===== config.mk =====
export PLATFORM = sky130hd
export DESIGN_NAME = systolic_seq_ctrl
export DESIGN_NICKNAME = d
export VERILOG_FILES = /design/src/rtl/sys_ctrl_pkg.sv /design/src/rtl/systolic_seq_ctrl_phase_counter.sv /design/src/rtl/systolic_seq_ctrl.sv
export SDC_FILE = /design/constraint.sdc
export NUM_CORES = 1
export LEC_CHECK = 0
export BUFFER_PORTS_ARGS = -buffer_cell sky130_fd_sc_hd__buf_2
export CAP_MARGIN = 0
export CORE_ASPECT_RATIO = 0.75
export CORE_MARGIN = 2
export CORE_UTILIZATION = 30
export CTS_CLUSTER_DIAMETER = 30
export CTS_CLUSTER_SIZE = 16
export DETAILED_ROUTE_END_ITERATION = 10
export SLEW_MARGIN = 20
export SYNTH_ARGS = -nofsm -noshare
export SYNTH_HDL_FRONTEND = slang
export SYNTH_HIERARCHICAL = 1
export SYNTH_SLANG_ARGS = --single-unit
export TNS_END_PERCENT = 20

===== constraint.sdc =====
create_clock -name clk -period 3.9 [get_ports clk]
set_input_delay 0.78 -clock clk [delete_from_list [all_inputs] [get_ports clk]]
set_output_delay 0.78 -clock clk [all_outputs]
set_load 0.01 [all_outputs]

===== src/rtl/sys_ctrl_pkg.sv =====
// Shared types and default geometry for the systolic array sequencing controller.
package sys_ctrl_pkg;

  localparam int unsigned ROWS_DEF  = 32;
  localparam int unsigned COLS_DEF  = 32;
  localparam int unsigned MAX_K_DEF = 1024;

  typedef enum logic [2:0] {IDLE, LOAD_W, STREAM, DRAIN, DONE} ctrl_state_e;

endpackage


===== src/rtl/systolic_seq_ctrl_phase_counter.sv =====
// Up-counter with synchronous clear, enable and a terminal-value flag; holds at terminal.
module phase_counter #(
  parameter int unsigned W = 4
) (
  input  logic         clk,
  input  logic         rst,
  input  logic         clr,
  input  logic         en,
  input  logic [W-1:0] term,
  output logic [W-1:0] count,
  output logic         last
);

  assign last = (count == term);

  always_ff @(posedge clk) begin
    if (!rst)            count <= '0;
    else if (clr)        count <= '0;
    else if (en && !last) count <= count + W'(1);
  end

endmodule


===== src/rtl/systolic_seq_ctrl.sv =====
// Tile sequencer for the systolic PE array: weight preload, k-beat streaming, pipeline drain.
module systolic_seq_ctrl
  import sys_ctrl_pkg::*;
#(
  parameter int unsigned ROWS  = ROWS_DEF,
  parameter int unsigned COLS  = COLS_DEF,
  parameter int unsigned MAX_K = MAX_K_DEF,
  localparam int unsigned KW   = $clog2(MAX_K + 1),
  localparam int unsigned RW   = $clog2(ROWS)
) (
  input  logic          clk,
  input  logic          rst,
  input  logic          start,
  input  logic [KW-1:0] k_len,
  input  logic          abort,
  input  logic          in_valid,
  output logic          in_ready,
  output logic          w_load_en,
  output logic [RW-1:0] w_row_idx,
  output logic          ps_en,
  output logic          drain_en,
  output logic          busy,
  output logic          done,
  output logic          err
);

  localparam int unsigned DW = $clog2(ROWS + COLS);

  ctrl_state_e   state;
  logic [KW-1:0] k_lat;
  logic [RW-1:0] row_cnt;
  logic [KW-1:0] k_cnt;
  logic [DW-1:0] d_cnt;
  logic          row_last, k_last, d_last;
  logic          fire, k_ok, start_ok;
  logic          row_en, k_clr, k_en, d_clr, d_en;
  logic          unused_cnts;

  // Handshake and phase decode; in_ready depends only on state.
  assign in_ready  = (state == LOAD_W) || (state == STREAM);
  assign fire      = in_valid && in_ready;
  assign w_load_en = fire && (state == LOAD_W);
  assign ps_en     = fire && (state == STREAM);
  assign drain_en  = (state == DRAIN);
  assign busy      = (state != IDLE);
  assign done      = (state == DONE);
  assign w_row_idx = row_cnt;

  assign k_ok     = (k_len != '0) && (k_len <= KW'(MAX_K));
  assign start_ok = (state == IDLE) && start && !abort && k_ok;
  assign row_en   = w_load_en;
  assign k_clr    = row_en && row_last;
  assign k_en     = ps_en;
  assign d_clr    = k_en && k_last;
  assign d_en     = drain_en;

  assign unused_cnts = ^{k_cnt, d_cnt};

  phase_counter #(.W(RW)) u_row_cnt (
    .clk(clk), .rst(rst), .clr(start_ok), .en(row_en),
    .term(RW'(ROWS - 1)), .count(row_cnt), .last(row_last)
  );

  phase_counter #(.W(KW)) u_k_cnt (
    .clk(clk), .rst(rst), .clr(k_clr), .en(k_en),
    .term(KW'(k_lat - KW'(1))), .count(k_cnt), .last(k_last)
  );

  phase_counter #(.W(DW)) u_drain_cnt (
    .clk(clk), .rst(rst), .clr(d_clr), .en(d_en),
    .term(DW'(ROWS + COLS - 2)), .count(d_cnt), .last(d_last)
  );

  // Phase FSM; abort outranks every transition except reset.
  always_ff @(posedge clk) begin
    if (!rst) begin
      state <= IDLE;
      k_lat <= '0;
      err   <= 1'b0;
    end else begin
      err <= 1'b0;
      if ((state != IDLE) && abort) begin
        state <= IDLE;
      end else begin
        case (state)
          IDLE: begin
            if (start && !abort) begin
              if (k_ok) begin
                k_lat <= k_len;
                state <= LOAD_W;
              end else begin
                err <= 1'b1;
              end
            end
          end
          LOAD_W:  if (fire && row_last) state <= STREAM;
          STREAM:  if (fire && k_last)   state <= DRAIN;
          DRAIN:   if (d_last)           state <= DONE;
          DONE:    state <= IDLE;
          default: state <= IDLE;
        endcase
      end
    end
  end

endmodule


==> run_results.csv <==
group,metric,value,unit
status,status,"finished, final reports clean",
pwr,powerDensity,272,mW/mm²
placed_design,hpwlAfterDp,4270,µm
detailed_routing,drc,0,
critical_path,crit_start,"k_len[6]",
detailed_routing,ant_nets,0,
sta,max_slew_margin,64.6,%
critical_path,critPathLaunchType,"input pin",
placed_design,placed_area,0.00277,mm²
layout,final_area,0.00285,mm²
layout,post-route-util,35.6,%
logic_synthesis,avgSynthCellArea,8.08,µm²
sta,post-route-period-util,77.2,%
logic_synthesis,yosysTopAreaCell,"dfxtp_1",
layout,diodes,0,
detailed_routing,vias,2278,
critical_path,critPathArrivalTime,3.24,ns
logic_synthesis,yosys_warnings,6,
cts,cts_made_buffers,5,
logic_synthesis,synth_area,0.00251,mm²
worst_hold_path,hold_class,"reg2reg",
detailed_routing,drt_pass1_iterations,4,
sta,grt_setup_unrepaired,"no",
logic_synthesis,ys_types,57,
floorplan,coreArea,0.00802,mm²
placed_design,place_ws,0.609,ns
cts,post-cts-setup-buffer-count,0,
floorplan,start_util,31.3,%
cts,cts_max_level,2,
sta,fmax,332,MHz
logic_synthesis,synth_xor_area_share,12.4,%
placed_design,portBuffers,27,
logic_synthesis,synth_edf_count,0,
sta,worst_pin_slew,0.530,ns
floorplan,row_count,28,
critical_path,regToRegSetupSlack,0.95,ns
pwr,swShare,26.6,%
logic_synthesis,synth_top_area_share,29.5,%
floorplan,io_pins,28,
pwr,finalPower,0.776,mW
global_routing,grt_pass1_wl,9540,µm
logic_synthesis,yosysMostFrequentCell,"nand2_1",
global_routing,gr-usage-all-layers,12.7,%
detailed_routing,routed_wl,5740,µm
cts,cts.sinks,37,
logic_synthesis,muxShareOfSynthArea,4.58,%
pwr,ir_drop,114,µV
logic_synthesis,synth_top_family_by_area,"simple AND/OR/NAND/NOR gates",
global_routing,antenna_found_initial,0,
sta,holdWs,0.500,ns
layout,drive_gt1_share,16.8,%
logic_synthesis,synth-simple-area-share,34.1,%
pwr,p_clk_share,34.9,%
critical_path,crit_family,"simple AND/OR/NAND/NOR gates",
placed_design,gp_congestion,0.843,
sta,hold_viol,0,
pwr,combPwrFrac,14.7,%
logic_synthesis,synth_cells,311,
critical_path,worstReg2RegEnd,"u_drain_cnt/count[5]",
floorplan,dieArea,0.00913,mm²
layout,area_delta_synth_final,13.5,%
flow_run,drv_cap,0,
logic_synthesis,synth_ff_type,"dfxtp_1",
logic_synthesis,async_reset_ff_share,0,%
logic_synthesis,synthAdderAreaFrac,1.99,%
cts,path_clk_slew,0.07,ns
cts,cts_hold_buf,0,
sta,maxSlewViolCount,0,
global_routing,grt_overflow,0,
cts,clock_latency,0.28,ns
detailed_routing,drt-initial-drc-count,113,
critical_path,required,4.13,ns
floorplan,die_h,83.3,µm
critical_path,cp_slowest_stage_delay,0.54,ns
pwr,p_leak,1.11,nW
cts,root_buffer,"clkbuf_8",
global_routing,grt_max_degree,31,
floorplan,die_x,110,µm
sta,final.setup.tns,0,ns
logic_synthesis,synth-compound-area-share,13.0,%
sta,fin_crit,3.01,ns
cts,post_cts_resized,0,
critical_path,r2r_start,"k_lat[2]",
critical_path,path_common_cell,"or4_4",
critical_path,rr_worst_depth,12,
critical_path,crit_path_end,"u_row_cnt/count[3]",
cts,cts_buffer_depth,2,
logic_synthesis,ys_top_cells_by_area,"dfxtp_1, xor2_1, nand2_1",
layout,layout.nets,365,
layout,finalNonFillerCells,450,
placed_design,dp.cells,443,
detailed_routing,wl_per_cell,12.7,µm
critical_path,crit_path_end_kind,"flip-flop",
pwr,switching_power,0.206,mW
global_routing,grt_pass1_vias,1959,
critical_path,cp_slowest_cell,"or4_4",
sta,finalSetupViolations,0,
logic_synthesis,synthTopCellsByCount,"nand2_1, dfxtp_1, xor2_1, nand3_1, nor2_1",
critical_path,crit_chain,"buf_2 > or4_4 > or4_4 > and3b_4 > nand2b_1 > or3_1 > o31ai_1 > a211o_2",
pwr,p_seq_share,50.3,%
critical_path,path_class,"in2reg",
logic_synthesis,ys_seq_area_share,29.5,%
critical_path,path_max_fanout,12,
critical_path,path_buf_inv,1,
critical_path,cp.depth,8,
logic_synthesis,synth_seq_cells,37,
detailed_routing,viasPerCell,5.06,
sta,fin_worst_skew,0.00619,ns
sta,worst_slack,0.890,ns
cts,cts_tree,"done",
pwr,p_int,0.570,mW
placed cells by master (no fill, tap or decap), drive strengths merged, types with 7 or more instances in the layout:
cell	n
a21oi	11
buf	29
clkbuf	7
conb	13
dfxtp	37
inv	9
mux2i	10
nand2	42
nand3	22
nand4	12
nor2	13
nor3	11
nor4	7
o211ai	8
o21ai	10
or3	10
or4	7
xnor2	9
xor2	24
final cells by class:
| type | instances | area [µm²] |
|---|---|---|
| fillers | 836 | 5170 |
| multi-input cells | 263 | 1710 |
| flip-flops and latches | 37 | 741 |
| repair buffers | 29 | 150 |
| well taps | 105 | 131 |
| clock buffers | 7 | 86.3 |
| inverters | 9 | 33.8 |
how the worst min path moves through the flow:
stage          slack, ns                end         startpoint  depth (start not counted)
2_1_floorplan       0.45           k_lat[8]           k_lat[8]                          2
3_3_place_gp        0.48  u_k_cnt/count[10]  u_k_cnt/count[10]                          2
3_5_place_dp        0.49           k_lat[1]           k_lat[1]                          2
4_1_cts             0.50           k_lat[8]           k_lat[8]                          2
5_1_grt             0.52           k_lat[8]           k_lat[8]                          2
6_report            0.50           k_lat[8]           k_lat[8]                          2
worst reg2reg max path, stage by stage, from the launching register on:
cell and delay [ns]:
dfxtp_1 0.37, nor4_1 0.35, nand2_1 0.17, nor3_1 0.23, xor2_1 0.23, xor2_1 0.16
nor4_1 0.08, and3_2 0.21, and2_1 0.14, nor2b_1 0.40, nand3_1 0.13, a2111o_1 0.35
nand3_1 0.08
registers in the layout (all words and copies together) (netlist names):
name	count
state	3
u_row_cnt/count	5
u_drain_cnt/count	6
k_lat	11
u_k_cnt/count	11
err	1
power by group through the flow:
stage / logic, mW / clock network (mW) / registers, mW
after floorplan: 0.0881 / 0 / 0.397
after global placement: 0.112 / 0 / 0.399
final: 0.114 / 0.271 / 0.391
after global routing: 0.127 / 0.298 / 0.391
after detailed placement: 0.115 / 0 / 0.399
after CTS: 0.115 / 0.286 / 0.390
metal layers:
metal	part of all wire (%)	global-route usage, %	up-vias	wire (µm)
met5	0	0	-	0
li1	-	-	1184	-
met2	43	17.7	41	2440
met1	53	19.9	1051	3050
met3	3.7	2.35	2	214
met4	0.63	2.76	0	36
cells by family (layout without fill, tap and decap cells):
family / after synthesis / after routing
muxes: 11 / 11
adders and majority gates: 4 / 4
other: 2 / 13
and+or+nand+nor: 155 / 155
AOI/OAI and AO/OA: 47 / 47
DFF: 37 / 37
xor gates and xnor gates: 33 / 33
buffers and inverters: 22 / 45
Note: power is estimated with default switching activity, not from simulation.
